[src/rtl/adc_serial_reader.sv]
// Periodic reader for an MCP3201-style serial ADC (SPI mode 0, read-only).
// Each conversion is deserialised MSB-first and presented as Dout with a one-cycle EN strobe.
module adc_serial_reader #(
  parameter int N             = 12,
  parameter int LEAD_BITS     = 3,
  parameter int CLK_DIV       = 8,
  parameter int SAMPLE_PERIOD = 1000,
  parameter bit CHECK_PERIOD  = 1'b1
) (
  input  logic         clk,
  input  logic         reset,
  input  logic         run,
  input  logic         miso,
  output logic         cs_n,
  output logic         sclk,
  output logic [N-1:0] Dout,
  output logic         EN,
  output logic         busy,
  output logic         overrun
);

  localparam int BITS     = LEAD_BITS + N;
  localparam int CONV_LEN = CLK_DIV * (2 * BITS + 2);
  localparam int CNT_W    = (SAMPLE_PERIOD > 1) ? $clog2(SAMPLE_PERIOD) : 1;
  localparam int DIV_W    = (CLK_DIV > 1) ? $clog2(CLK_DIV) : 1;
  localparam int BIT_W    = (BITS > 1) ? $clog2(BITS) : 1;

  localparam logic [1:0] IDLE  = 2'd0;
  localparam logic [1:0] SETUP = 2'd1;
  localparam logic [1:0] SHIFT = 2'd2;
  localparam logic [1:0] HOLD  = 2'd3;

  localparam logic [CNT_W-1:0] PERIOD_LAST = CNT_W'(SAMPLE_PERIOD - 1);
  localparam logic [DIV_W-1:0] DIV_LAST    = DIV_W'(CLK_DIV - 1);
  localparam logic [BIT_W-1:0] BIT_LAST    = BIT_W'(BITS - 1);
  localparam logic [BIT_W-1:0] FIRST_DATA  = BIT_W'(LEAD_BITS);

  // A period shorter than a conversion would make every other tick an overrun.
  if (CLK_DIV < 1 || (CHECK_PERIOD && (SAMPLE_PERIOD <= CONV_LEN + 1))) begin : g_param_check
    $error("adc_serial_reader: CLK_DIV must be >= 1 and SAMPLE_PERIOD > CONV_LEN+1");
  end

  logic [1:0]       state;
  logic [CNT_W-1:0] count;
  logic [DIV_W-1:0] div_cnt;
  logic [BIT_W-1:0] bit_cnt;
  logic [N-1:0]     shreg;
  logic             tick;

  assign tick = run && (count == PERIOD_LAST);
  assign busy = (state != IDLE);

  always_ff @(posedge clk or posedge reset) begin
    if (reset) begin
      count <= '0;
    end else if (!run || (count == PERIOD_LAST)) begin
      count <= '0;
    end else begin
      count <= count + 1'b1;
    end
  end

  // div_cnt times every phase (setup, each sclk half, hold) and always wraps to 0 on exit.
  always_ff @(posedge clk or posedge reset) begin
    if (reset) begin
      state   <= IDLE;
      cs_n    <= 1'b1;
      sclk    <= 1'b0;
      Dout    <= '0;
      EN      <= 1'b0;
      overrun <= 1'b0;
      div_cnt <= '0;
      bit_cnt <= '0;
      shreg   <= '0;
    end else begin
      EN      <= 1'b0;
      overrun <= tick && (state != IDLE);
      case (state)
        IDLE: begin
          if (tick) begin
            state   <= SETUP;
            cs_n    <= 1'b0;
            div_cnt <= '0;
          end
        end
        SETUP: begin
          if (div_cnt == DIV_LAST) begin
            div_cnt <= '0;
            bit_cnt <= '0;
            state   <= SHIFT;
          end else begin
            div_cnt <= div_cnt + 1'b1;
          end
        end
        SHIFT: begin
          if (div_cnt == DIV_LAST) begin
            div_cnt <= '0;
            if (!sclk) begin
              sclk <= 1'b1;
              if (bit_cnt >= FIRST_DATA) begin
                shreg <= {shreg[N-2:0], miso};
              end
            end else begin
              sclk <= 1'b0;
              if (bit_cnt == BIT_LAST) begin
                state <= HOLD;
              end else begin
                bit_cnt <= bit_cnt + 1'b1;
              end
            end
          end else begin
            div_cnt <= div_cnt + 1'b1;
          end
        end
        HOLD: begin
          if (div_cnt == DIV_LAST) begin
            div_cnt <= '0;
            state   <= IDLE;
            cs_n    <= 1'b1;
            Dout    <= shreg;
            EN      <= 1'b1;
          end else begin
            div_cnt <= div_cnt + 1'b1;
          end
        end
        default: state <= IDLE;
      endcase
    end
  end

endmodule

[config.mk]
export PLATFORM = sky130hd
export DESIGN_NAME = adc_serial_reader
export DESIGN_NICKNAME = d
export VERILOG_FILES = /design/src/rtl/adc_serial_reader.sv
export SDC_FILE = /design/constraint.sdc
export NUM_CORES = 1
export LEC_CHECK = 0
export ABC_AREA = 1
export CORE_ASPECT_RATIO = 0.9
export CORE_MARGIN = 3
export CORE_UTILIZATION = 59
export CTS_BUF_LIST = sky130_fd_sc_hd__clkbuf_4
export CTS_CLUSTER_SIZE = 30
export DETAILED_ROUTE_END_ITERATION = 7
export PLACE_DENSITY = 0.89
export SETUP_SLACK_MARGIN = 0.4
export SLEW_MARGIN = 5
export SYNTH_ARGS = -nofsm -noshare
export SYNTH_HDL_FRONTEND = slang
export SYNTH_SLANG_ARGS = --single-unit
[constraint.sdc]
create_clock -name clk -period 1.9 [get_ports clk]
set_input_delay 0.38 -clock clk [delete_from_list [all_inputs] [get_ports clk]]
set_output_delay 0.38 -clock clk [all_outputs]
set_load 0.05 [all_outputs]
Word-level counts from Yosys, hierarchy flattened
Cells that the tools add are included.

operators by class
  add/subtract/negate cells = 3
  magnitude comparators = 1
  equality and inequality tests = 13
  muxes and demuxes = 22
  bitwise operators = 1
  reductions and logical operators = 15

operators with widths
  kind                     number
  $mux W4                  4
  $ne A2 B2 Y1 const B     7
  $mux W2                  6
  $add A10 B1 Y10 const B  1
  $eq A10 B10 Y1 const B   1
  $mux W10                 1
  $pmux W2 S4              1
  $pmux W4 S2              1
  $mux W3                  2
  $pmux W3 S2              1
  $reduce_and A6 Y1        1
  $reduce_bool A2 Y1       3
  $mux W1                  5
  $reduce_and A5 Y1        1
  $add A4 B1 Y4 const B    1
  $eq A2 B2 Y1 const B     2
  $eq A4 B4 Y1 const B     1
  $ge A4 B2 Y1 const B     1
  $reduce_and A2 Y1        2
  $reduce_and A4 Y1        1
  $add A3 B1 Y3 const B    1
  $eq A3 B3 Y1 const B     1
  $reduce_and A3 Y1        1
  $reduce_or A3 Y1         1
  7 further kinds          8

word-level totals
  register bits = 47
  output and inout port bits = 17

Depth between registers and ports, before layout
Gate-level depths: netlist (run 1).

  word-level depth = 5
  depth in mapped cells = 10
  mapped depth without buffers = 10

Worst setup path after synthesis (run 1)
Ideal clock, no wire load.

  path kind = register -> output
  from = register state[0]
  to = output busy
  arrival = 1.026 ns
  setup slack = 0.494 ns
  stages on the path, launching flop included = 4
  buffers on the path = 0
  cells stage by stage = dfrtp_1 -> inv_1 -> ha_1 -> inv_1

between the ends
  longest elaborated chain between the ends = 1

ends and longest elaborated chain
  element                   RTL line  RTL
  start: declaration        43        logic [1:0] state;
  start signal: assignment  66        state <= IDLE;
  start signal: assignment  81        state <= SETUP;
  start signal: assignment  90        state <= SHIFT;
  $reduce_bool A2 Y1        51        assign busy = (state != IDLE);
  end: declaration          18        output logic busy,

No other way between the ends.

Worst setup path after layout (run 1)
Same ends and word-level chain as after synthesis.

==> out/metrics.csv, run 1 <==
stage;metric;value;unit
pwr;switching power;324;µW
run_status;status;completed;
worst_setup_path;CP arrival;1.18;ns
timing;# setup viols final;0;
floorplanning;die width;70.0;µm
synth;adder-cell share of the synthesized area;5.75;%
layout;register area;1180;µm²
floorplanning;# rows;20;
synth;Simple-Gate Fraction of Synth Area;24.3;%
clocking;latest clock arrival within the worst-skew pair;0.35;ns
timing;crit path time final;1.56;ns
floorplanning;full die area;4450;µm²
detailed_routing;drt total wl;4060;µm
layout;Multi-input gate area;881;µm²
clocking;Longest Clk Path Bufs;2;
synth;Syn Area/Cell;9.07;µm²
place;dpl hpwl;3020;µm
clocking;TritonCTS Buffers;5;
floorplanning;Chip Height;63.6;µm
layout;share of cells above drive strength 1;24.5;%
worst_setup_path;crit path kind;flop to output port;
worst_setup_path;CP max FO;3;
worst_setup_path;CP Buf/Inv Count;3;
worst_hold_path;Hold Path Class;input pin to async pin;
place;Port-buffer cells;20;
worst_setup_path;Crit path top cell by count;inv_2;
timing;Setup Total Neg Slack;0;ns
pwr;Gate power share;3.0;%
clocking;Sink Count;47;
detailed_routing;Routed WL per cell;12.8;µm
layout;nets;288;
pwr;Net Sw Frac;19.9;%
layout;commonest non-fill, non-tap cells in the layout;55 x nand2_1, 45 x dfrtp_1, 27 x inv_1;
pwr;Leakage Power;1.21;nW
synth;Syn Std Cell Area;2180;µm²
pwr;Power Dens Cells;636;nW/µm²
global_route;initial antenna violation count;0;
layout;P&R area growth vs syn;18.0;%
timing;highest clock rate;642;MHz
global_route;first-pass GRT wire length;7060;µm
pwr;largest vdd supply drop;0.657;mV
detailed_routing;DRT iter0 DRCs;85;
synth;post-synthesis sequential area ratio;54.1;%
layout;commonest non-fill, non-tap cell in the layout;nand2_1;
clocking;Clock Pin Slew Worst Setup and Hold Paths;0.13;ns
synth;xor-xnor portion of the synthesized cell area;0.805;%
worst_setup_path;CP required;1.52;ns
detailed_routing;Antenna Nets Post-Route;0;
worst_setup_path;CP endpoint kind;output port;
synth;post-synthesis compound-gate area fraction;8.45;%
place;placed instance count;305;
pwr;Int Pwr;1.31;mW
clocking;CTS tree;yes;
detailed_routing;drt pass-1 iters;4;
timing;RSZ-0062 raised after global routing;yes;
layout;fillcell total;264;
worst_setup_path;delay-heaviest family, CP;flip-flops;
synth;Netlist cell types;26;
layout;Antenna Cells;0;
floorplanning;I/O pins;21;
synth;largest family of logic cells by synthesized area;simple AND/OR/NAND/NOR gates;
worst_setup_path;worst path cell trace;inv_2 -> ha_4 -> inv_2 -> buf_12;
worst_setup_path;startpoint types;flop;
global_route;total gr overflow;0;
global_route;vias in the first global route;1619;
timing;slew margin rel.;78.3;%
job;MaxCap Viol Count;0;
timing;Worst-Margin Slew;0.326;ns
worst_setup_path;Largest stage delay, worst path;0.42;ns
global_route;overall routing resource usage;20.2;%
layout;final cell count without fillers;318;
pwr;Clk pwr share;35.1;%
global_route;largest net degree at the start of global routing;25;
synth;Post-Synthesis Cells;240;
synth;Synthesis Warnings;0;
detailed_routing;vias after detailed routing;1647;
clocking;CTS root buffer;clkbuf_4;
detailed_routing;drt drc;0;
clocking;H-tree levels;2;
detailed_routing;vias per inst;5.18;
synth;register bit total from synthesis;47;
synth;Synth Net Count;254;
timing;fin crit share;81.9;%
place;gp weighted congestion;0.781;
timing;worst clock skew;0.0112;ns
worst_setup_path;CP max stage cell;dfrtp_1;
floorplanning;initial core utilization;63.0;%
timing;Final Hold Viols;0;
synth;mux contribution to synthesized area;0;%
pwr;Flop pwr share;61.9;%
timing;Slew Viols, Final;0;
floorplanning;Core ar.;3450;µm²
area by class of cell:
type	instances	share of cell area (%)
sequential	47	45.9
clock inverter	1	1.17
inverter	33	4.82
clock buffer	6	1.75
tap	44	2.14
multi-input combinational	156	34.3
timing repair buffer	31	9.89
power groups by stage:
stage | Combinational, mW | Sequential (mW) | Clock (mW)
after floorplan | 0.0268 | 1.03 | 0
after global placement | 0.0458 | 1.03 | 0
after detailed placement | 0.0469 | 1.03 | 0
after CTS | 0.0474 | 1.01 | 0.591
after global routing | 0.0565 | 1.01 | 0.631
final | 0.0488 | 1.01 | 0.573
worst reg2reg max path, stage by stage (launching register included):
cell     delay (ns)
dfrtp_1        0.41
buf_4          0.15
ha_2           0.22
nand2_2        0.09
nand2_2        0.07
inv_2          0.06
nand2_1        0.05
nand2_1        0.11
nand3_2        0.09
nand2_1        0.07
nand2_1        0.05
state kept, by name, indices dropped and copies added (netlist names):
| name | flops |
|---|---|
| Dout | 12 |
| shreg | 12 |
| count | 10 |
| bit_cnt | 4 |
| div_cnt | 3 |
| state | 2 |
| EN | 1 |
| cs_n | 1 |
| overrun | 1 |
| sclk | 1 |
path summary, 6_finish.rpt:
path                             to      from  slack, ns  cells after the start
min reg2reg                    cs_n      cs_n       0.48                      2
max in group asynchronous      cs_n     reset       1.08                      3
min in group clk               cs_n      cs_n       0.48                      2
max                            busy  state[0]       0.34                      4
max reg2reg                state[1]  state[1]       0.42                     10
min                        count[1]     reset       0.28                      2
per-layer routing:
layer | global-route usage [%] | part of all wire (%)
met1 | 26.1 | 46
met2 | 33.8 | 49
met3 | 3.99 | 3.3
met4 | 7.18 | 1.3
met5 | 0 | 0
logic make-up after synthesis:
| kind of cell | count (synthesis) |
|---|---|
| AO/OA/AOI/OAI | 33 |
| AND/OR/NAND/NOR | 111 |
| XOR/XNOR | 2 |
| adder cells (fa/ha/maj) | 10 |
| buffers and inverters | 37 |
| flip-flops | 47 |
through the flow:
step                power, mW  utilization [%]  hold slack (ns)  worst slack, ns  cell area [µm²]
floorplan                1.06                -            0.442            0.406             2180
finish                   1.63             74.3            0.277            0.343             2570
global route             1.70             74.3            0.286            0.285             2570
CTS                      1.65             75.5            0.279            0.339             2610
global placement         1.08             71.1            0.453            0.393             2450
detailed placement       1.08             71.1            0.458            0.366             2450
synthesized netlist by cell type (all sizes together):
master   n  area share [%]
dfrtp   46              53
ha      10             5.8
inv     33             5.7
xor2     2            0.81
nor2    22             4.6
a21oi    3            0.86
nand2   63              12
buf      3            0.69
nor3     4             1.1
o21ai   30             7.6
clkbuf   1            0.17
nand4    5             1.7
nor3b    3             1.0
nand3   14             3.7
dfstp    1             1.2
repair_timing:
| item | in CTS | in global routing |
|---|---|---|
| resized for setup | 50 | 32 |
| pin swaps | 1 | 0 |
| hold buffers | 0 | 0 |
| endpoints found under the hold margin | 0 | 0 |
| buffers inserted | 5 | 1 |
| endpoints found under the setup margin | 31 | 50 |
Power figures use the tool's default switching activity.
==> run 2, diff against run 1 <==
==> constraint.sdc (replaced) <==
create_clock -name clk -period 1.5 [get_ports clk]
set_input_delay 0.3 -clock clk [delete_from_list [all_inputs] [get_ports clk]]
set_output_delay 0.3 -clock clk [all_outputs]
set_load 0.05 [all_outputs]
==> out/metrics.csv, run 2 <==
stage;metric;value;unit;change
floorplanning;# rows;20;;unchanged
synth;Area contributors post-synth;dfrtp_1 53%, nand2_1 9.7%, ha_1 5.8%, inv_1 5.3%, o21ai_0 3.9%;;unchanged
synth;Syn Std Cell Area;2180;µm²;unchanged
synth;Post-synth EDFFs;0;;unchanged
synth;async set-reset flop share out of synthesis;100;%;unchanged
floorplanning;die width;70.0;µm;unchanged
synth;share of the synthesized area in the top cell type;52.9;%;unchanged
clocking;CTS-repair resized insts;85;;was 50
synth;most common cell in the netlist;nand2_1;;unchanged
clocking;CTS root buffer;clkbuf_4;;unchanged
synth;Most used DFF post-synth;dfrtp_1;;unchanged
synth;Netlist cell types;26;;unchanged
clocking;H-tree levels;2;;unchanged
synth;Synthesis Warnings;0;;unchanged
place;gp weighted congestion;0.817;;was 0.781
synth;Post-Synthesis Cells;240;;unchanged
run_status;status;aborted with a tool error;;was completed
place;dpl hpwl;3220;µm;was 3020 µm
floorplanning;initial core utilization;63.0;%;unchanged
clocking;TritonCTS Buffers;5;;unchanged
place;Port-buffer cells;20;;unchanged
synth;post-synthesis sequential area ratio;54.1;%;unchanged
run_status;Fail Step;4_1_cts;;
synth;Synth Net Count;254;;unchanged
synth;synth cell count leaders;56 x nand2_1, 46 x dfrtp_1, 31 x inv_1, 19 x nor2_1, 17 x o21ai_0;;unchanged
clocking;CTS hold repair buffers;0;;unchanged
synth;register bit total from synthesis;47;;unchanged
clocking;Longest Clk Path Bufs;2;;unchanged
floorplanning;I/O pins;21;;unchanged
synth;largest area contributor in the netlist;dfrtp_1;;unchanged
run_status;error msg;[ERROR DPL-0033] detailed placement checks failed during check placement.;;
floorplanning;Chip Height;63.6;µm;unchanged
synth;Syn Area/Cell;9.07;µm²;unchanged
clocking;Post-CTS Setup Bufs;29;;was 5
clocking;Sink Count;47;;unchanged
==> run 2: kinds of logic after synthesis <==
family / after synthesis / share of synthesized area, %
and+or+nand+nor: 111 / 24.3
DFF: 47 / 54.1
buffers and inverters: 37 / 6.56
AOI/OAI and AO/OA: 33 / 8.45
adders and majority gates: 10 / 5.75
xor gates and xnor gates: 2 / 0.805
==> run 2: metrics by stage <==
stage | cell area, µm² | utilization (%) | cells | hold slack [ns] | worst slack [ns]
after floorplan | 2310 | - | 240 | 0.323 | 0.228
after global placement | 2760 | 79.8 | 307 | 0.465 | 0.155
after detailed placement | 2760 | 79.8 | 307 | 0.483 | 0.0912
==> run 3, diff against run 2 <==
==> config.mk (replaced) <==
export PLATFORM = sky130hd
export DESIGN_NAME = adc_serial_reader
export DESIGN_NICKNAME = d
export VERILOG_FILES = /design/src/rtl/adc_serial_reader.sv
export SDC_FILE = /design/constraint.sdc
export NUM_CORES = 1
export LEC_CHECK = 0
export ABC_AREA = 1
export CORE_MARGIN = 3
export CORE_UTILIZATION = 40
export DETAILED_ROUTE_END_ITERATION = 7
export PLACE_DENSITY_LB_ADDON = 0.15
export SLEW_MARGIN = 5
export SYNTH_ARGS = -nofsm -noshare
export SYNTH_HDL_FRONTEND = slang
export SYNTH_SLANG_ARGS = --single-unit
==> out/metrics.csv, run 3 (synthesis results as in run 1) <==
stage;metric;value;unit;change
run_status;status;completed;;was aborted with a tool error
timing;hold slack;0.256;ns;
detailed_routing;vias per inst;4.59;;
layout;commonest non-fill, non-tap cells in the layout;56 x nand2_1, 46 x dfrtp_1, 27 x inv_1;;
worst_setup_path;CP max stage cell;dfrtp_1;;
clocking;Clock Pin Slew Worst Setup and Hold Paths;0.08;ns;
layout;register area;1180;µm²;
place;gp weighted congestion;0.759;;was 0.817
place;placed instance count;333;;was 307
floorplanning;full die area;6360;µm²;
layout;final cell count without fillers;343;;
place;dpl hpwl;2700;µm;was 3220 µm
timing;highest clock rate;701;MHz;
clocking;Sink Count;47;;unchanged
floorplanning;initial core utilization;42.1;%;was 63.0%
timing;Final Hold Viols;0;;
job;MaxCap Viol Count;0;;
worst_setup_path;crit path kind;flop to output port;;
layout;largest registers;Dout (12), shreg (12), count (10);;
clocking;Longest Clk Path Bufs;2;;unchanged
layout;Antenna Cells;0;;
detailed_routing;DRT iter0 DRCs;88;;
detailed_routing;Antenna Nets Post-Route;0;;
timing;Slew Viols, Final;0;;
worst_setup_path;Largest stage delay, worst path;0.42;ns;
layout;nets;286;;
clocking;CTS tree;yes;;
timing;slew margin rel.;80.0;%;
worst_setup_path;Crit path top cell by count;inv_2;;
global_route;initial antenna violation count;0;;
detailed_routing;drt total wl;3790;µm;
layout;fillcell total;441;;
pwr;Leakage Power;1.26;nW;
place;Port-buffer cells;20;;unchanged
pwr;Power Dens Cells;760;nW/µm²;
place;dpl cell area;2710;µm²;was 2760 µm²
timing;# setup viols final;0;;
worst_setup_path;CP Buf/Inv Count;3;;
pwr;Final Total Pwr;2.16;mW;
clocking;CTS hold repair buffers;0;;unchanged
worst_setup_path;CP arrival;1.13;ns;
floorplanning;die width;79.8;µm;was 70.0 µm
global_route;first-pass GRT wire length;6930;µm;
layout;share of cells above drive strength 1;23.1;%;
global_route;largest net degree at the start of global routing;28;;
timing;Setup Total Neg Slack;0;ns;
floorplanning;I/O pins;21;;unchanged
worst_setup_path;startpoint types;flop;;
worst_hold_path;Hold Path Class;input pin to async pin;;
timing;crit path time final;1.43;ns;
worst_setup_path;worst path cell trace;inv_2 -> ha_4 -> inv_2 -> buf_12;;
layout;commonest non-fill, non-tap cell in the layout;nand2_1;;
worst_setup_path;delay-heaviest family, CP;flip-flops;;
floorplanning;Chip Height;79.8;µm;was 63.6 µm
worst_setup_path;CP required;1.20;ns;
timing;fin crit share;95.1;%;
floorplanning;Core ar.;5170;µm²;
floorplanning;# rows;26;;was 20
detailed_routing;drt pass-1 iters;4;;
pwr;largest vdd supply drop;0.444;mV;
clocking;CTS root buffer;clkbuf_8;;was clkbuf_4
detailed_routing;Routed WL per cell;11.1;µm;
global_route;total gr overflow;0;;
clocking;H-tree levels;2;;unchanged
worst_setup_path;CP max FO;3;;
layout;P&R area growth vs syn;30.4;%;
global_route;vias in the first global route;1547;;
timing;Worst-Margin Slew;0.299;ns;
detailed_routing;vias after detailed routing;1575;;
detailed_routing;drt drc;0;;
timing;worst clock skew;0.00454;ns;
global_route;overall routing resource usage;13.9;%;
clocking;latest clock arrival within the worst-skew pair;0.30;ns;
worst_setup_path;CP endpoint kind;output port;;
layout;Multi-input gate area;873;µm²;
layout;final instance area;2840;µm²;
clocking;TritonCTS Buffers;5;;unchanged
run 3: path summary, 6_finish.rpt:
kind,cells after the start,slack (ns),end,startpoint
worst min-delay path,2,0.26,overrun,reset
worst min register to register,2,0.48,cs_n,cs_n
min in group clk,2,0.48,cs_n,cs_n
worst max register to register,6,0.12,Dout[0],div_cnt[0]
worst max-delay path,4,0.07,busy,state[1]
max in group asynchronous,3,0.81,count[8],reset
run 3: area by class of cell:
| cell class | instances | share of cell area [%] |
|---|---|---|
| Sequential cell | 47 | 41.5 |
| Multi-Input combinational cell | 156 | 30.8 |
| Timing Repair Buffer | 29 | 16.8 |
| Inverter | 33 | 4.37 |
| Tap cell | 70 | 3.09 |
| Clock buffer | 6 | 2.91 |
| Clock inverter | 2 | 0.573 |
run 3: per-stage QoR:
| stage | worst slack, ns | utilization (%) |
|---|---|---|
| final | 0.0739 | 54.8 |
| after global routing | -0.00933 | 54.8 |
| after CTS | 0.0143 | 54.4 |
| after detailed placement | 0.0396 | 52.3 |
| after global placement | 0.0858 | 52.3 |
| after floorplan | 0.0855 | - |
run 3: what timing repair did:
action	in CTS	in global routing
resized for setup	2	5
setup endpoints to repair	1	24
buffers inserted	1	1
cloned	0	0
pin swaps	0	0
run 3: layer usage:
metal	track usage [%]	vias to the layer above	wire length (µm)
met5	0	-	0
met4	5.07	0	66
met3	4.29	6	168
met2	20.7	31	1640
met1	19.0	715	1920
li1	-	823	-
run 3: power breakdown:
part | internal [mW] | switching [mW] | total (mW)
Combinational | 0.0231 | 0.0415 | 0.0646
Sequential | 1.27 | 0.00521 | 1.28
Clock | 0.376 | 0.436 | 0.813
==> run 4, diff against run 3 <==
--- a/config.mk
+++ b/config.mk
@@ -6,6 +6,9 @@
 export NUM_CORES = 1
 export LEC_CHECK = 0
 export ABC_AREA = 1
+export ABC_CLOCK_PERIOD_IN_PS = 1500
+export CELL_PAD_IN_SITES_DETAIL_PLACEMENT = 0
+export CELL_PAD_IN_SITES_GLOBAL_PLACEMENT = 1
 export CORE_MARGIN = 3
 export CORE_UTILIZATION = 40
 export DETAILED_ROUTE_END_ITERATION = 7
==> constraint.sdc (replaced) <==
create_clock -name clk -period 1.5 [get_ports clk]
set_input_delay 0.3 -clock clk [delete_from_list [all_inputs] [get_ports clk]]
set_output_delay 0.3 -clock clk [all_outputs]
set_load 0.02 [all_outputs]
==> out/metrics.csv, run 4 (synthesis results as in run 1) <==
stage;metric;value;unit;change
run_status;status;completed;;unchanged
detailed_routing;vias after detailed routing;1587;;was 1575
floorplanning;full die area;6360;µm²;unchanged
place;gp weighted congestion;0.775;;was 0.759
layout;Antenna Cells;0;;unchanged
clocking;Sink Count;47;;unchanged
floorplanning;# rows;26;;unchanged
pwr;Leakage Power;1.28;nW;was 1.26 nW
floorplanning;initial core utilization;42.1;%;unchanged
worst_setup_path;crit path kind;flop to output port;;unchanged
pwr;Net Sw Frac;22.2;%;was 22.4%
layout;largest registers;Dout (12), shreg (12), count (10);;unchanged
place;Port-buffer cells;20;;unchanged
layout;final core area utilization;51.9;%;was 54.8%
worst_setup_path;CP endpoint kind;output port;;unchanged
timing;crit path time final;1.45;ns;was 1.43 ns
timing;setup ws final;0.0475;ns;was 0.0739 ns
layout;share of cells above drive strength 1;17.0;%;was 23.1%
global_route;initial antenna violation count;0;;unchanged
clocking;H-tree levels;2;;unchanged
floorplanning;Core ar.;5170;µm²;unchanged
timing;hold slack;0.276;ns;was 0.256 ns
worst_setup_path;worst path cell trace;dlygate4sd2_1;;was inv_2 -> ha_4 -> inv_2 -> buf_12
timing;RSZ-0062 raised after global routing;no;;
detailed_routing;drt pass-1 iters;4;;unchanged
pwr;largest vdd supply drop;0.454;mV;was 0.444 mV
clocking;Longest Clk Path Bufs;2;;unchanged
timing;Final Hold Viols;0;;unchanged
worst_setup_path;CP max stage cell;dfstp_2;;was dfrtp_1
layout;commonest non-fill, non-tap cell in the layout;nand2_1;;unchanged
worst_setup_path;Largest stage delay, worst path;0.54;ns;was 0.42 ns
job;MaxCap Viol Count;0;;unchanged
timing;Slew Viols, Final;0;;unchanged
layout;final instance area;2680;µm²;was 2840 µm²
pwr;Clk pwr share;37.5;%;was 37.7%
detailed_routing;drt drc;0;;unchanged
detailed_routing;DRT iter0 DRCs;78;;was 88
worst_setup_path;CP arrival;1.15;ns;was 1.13 ns
worst_hold_path;Hold Path Class;input pin to async pin;;unchanged
clocking;TritonCTS Buffers;5;;unchanged
worst_setup_path;CP required;1.20;ns;about the same
global_route;overall routing resource usage;14.5;%;was 13.9%
timing;fin crit share;96.8;%;was 95.1%
layout;final cell count without fillers;346;;was 343
clocking;CTS root buffer;clkbuf_8;;unchanged
timing;highest clock rate;688;MHz;was 701 MHz
global_route;total gr overflow;0;;unchanged
worst_setup_path;delay-heaviest family, CP;flip-flops;;unchanged
place;placed instance count;338;;was 333
pwr;Flop pwr share;59.3;%;about the same
timing;slew margin rel.;76.2;%;was 80.0%
global_route;first-pass GRT wire length;7150;µm;was 6930 µm
detailed_routing;Routed WL per cell;11.4;µm;was 11.1 µm
layout;commonest non-fill, non-tap cells in the layout;56 x nand2_1, 46 x dfrtp_1, 29 x inv_1;;was 56 x nand2_1, 46 x dfrtp_1, 27 x inv_1
worst_setup_path;CP max FO;2;;was 3
pwr;Power Dens Cells;804;nW/µm²;was 760 nW/µm²
pwr;Gate power share;3.2;%;was 3.0%
clocking;Post-CTS Setup Bufs;0;;was 1
place;worst slack, placed;-0.0456;ns;was 0.0396 ns
clocking;CTS hold repair buffers;0;;unchanged
pwr;Final Total Pwr;2.16;mW;about the same
pwr;switching power;480;µW;was 483 µW
clocking;latest clock arrival within the worst-skew pair;0.30;ns;about the same
detailed_routing;drt total wl;3950;µm;was 3790 µm
layout;P&R area growth vs syn;23.3;%;was 30.4%
timing;Worst-Margin Slew;0.356;ns;was 0.299 ns
floorplanning;I/O pins;21;;unchanged
clocking;CTS tree;yes;;unchanged
global_route;vias in the first global route;1578;;was 1547
timing;worst clock skew;0.0121;ns;was 0.00454 ns
detailed_routing;Antenna Nets Post-Route;0;;unchanged
floorplanning;die width;79.8;µm;unchanged
timing;Setup Total Neg Slack;0;ns;unchanged
clocking;Clock Pin Slew Worst Setup and Hold Paths;0.10;ns;was 0.08 ns
layout;nets;289;;was 286
worst_setup_path;r2r setup slk;0.10;ns;was 0.12 ns
timing;# setup viols final;0;;unchanged
global_route;largest net degree at the start of global routing;25;;was 28
detailed_routing;vias per inst;4.59;;about the same
worst_setup_path;startpoint types;flop;;unchanged
worst_setup_path;CP Buf/Inv Count;1;;was 3
place;dpl cell area;2580;µm²;was 2710 µm²
place;dpl hpwl;2920;µm;was 2700 µm
floorplanning;Chip Height;79.8;µm;unchanged
pwr;Int Pwr;1.68;mW;was 1.67 mW
[run 4: what timing repair did]
action                                  in CTS  in global routing
pin swaps                                    0                  1
endpoints found under the setup margin      21                 18
resized for setup                           21                  5
cloned                                       0                  0
[run 4: area by class of cell]
class                   count  area, µm²
fillers                   524       2490
flip-flops and latches     47       1180
multi-input cells         156        881
repair buffers             32        315
inverters                  33        124
well taps                  70       87.6
clock buffers               6       82.6
clock inverters             2       16.3
[run 4: path summary, 6_finish.rpt]
| kind | from | to | depth (start not counted) |
|---|---|---|---|
| max | cs_n | cs_n | 1 |
| min | reset | count[8] | 2 |
| max reg2reg | state[0] | bit_cnt[3] | 9 |
| min reg2reg | cs_n | cs_n | 2 |
| max in group asynchronous | reset | Dout[4] | 3 |
| min in group clk | cs_n | cs_n | 2 |
[run 4: routing by layer]
metal  vias up  global-route usage, %  wire (µm)
met1       730                   19.0       1950
met4         0                   4.56         55
met2        20                   23.2       1810
met5         -                      0          0
li1        831                      -          -
met3         6                   4.18        136
[run 4: power groups by stage]
stage                     clock, mW  sequential [mW]  combinational (mW)
after floorplan                   0             1.30              0.0340
after CTS                     0.844             1.28              0.0725
after global routing          0.906             1.28              0.0787
after global placement            0             1.30              0.0720
final                         0.809             1.28              0.0689
after detailed placement          0             1.30              0.0726
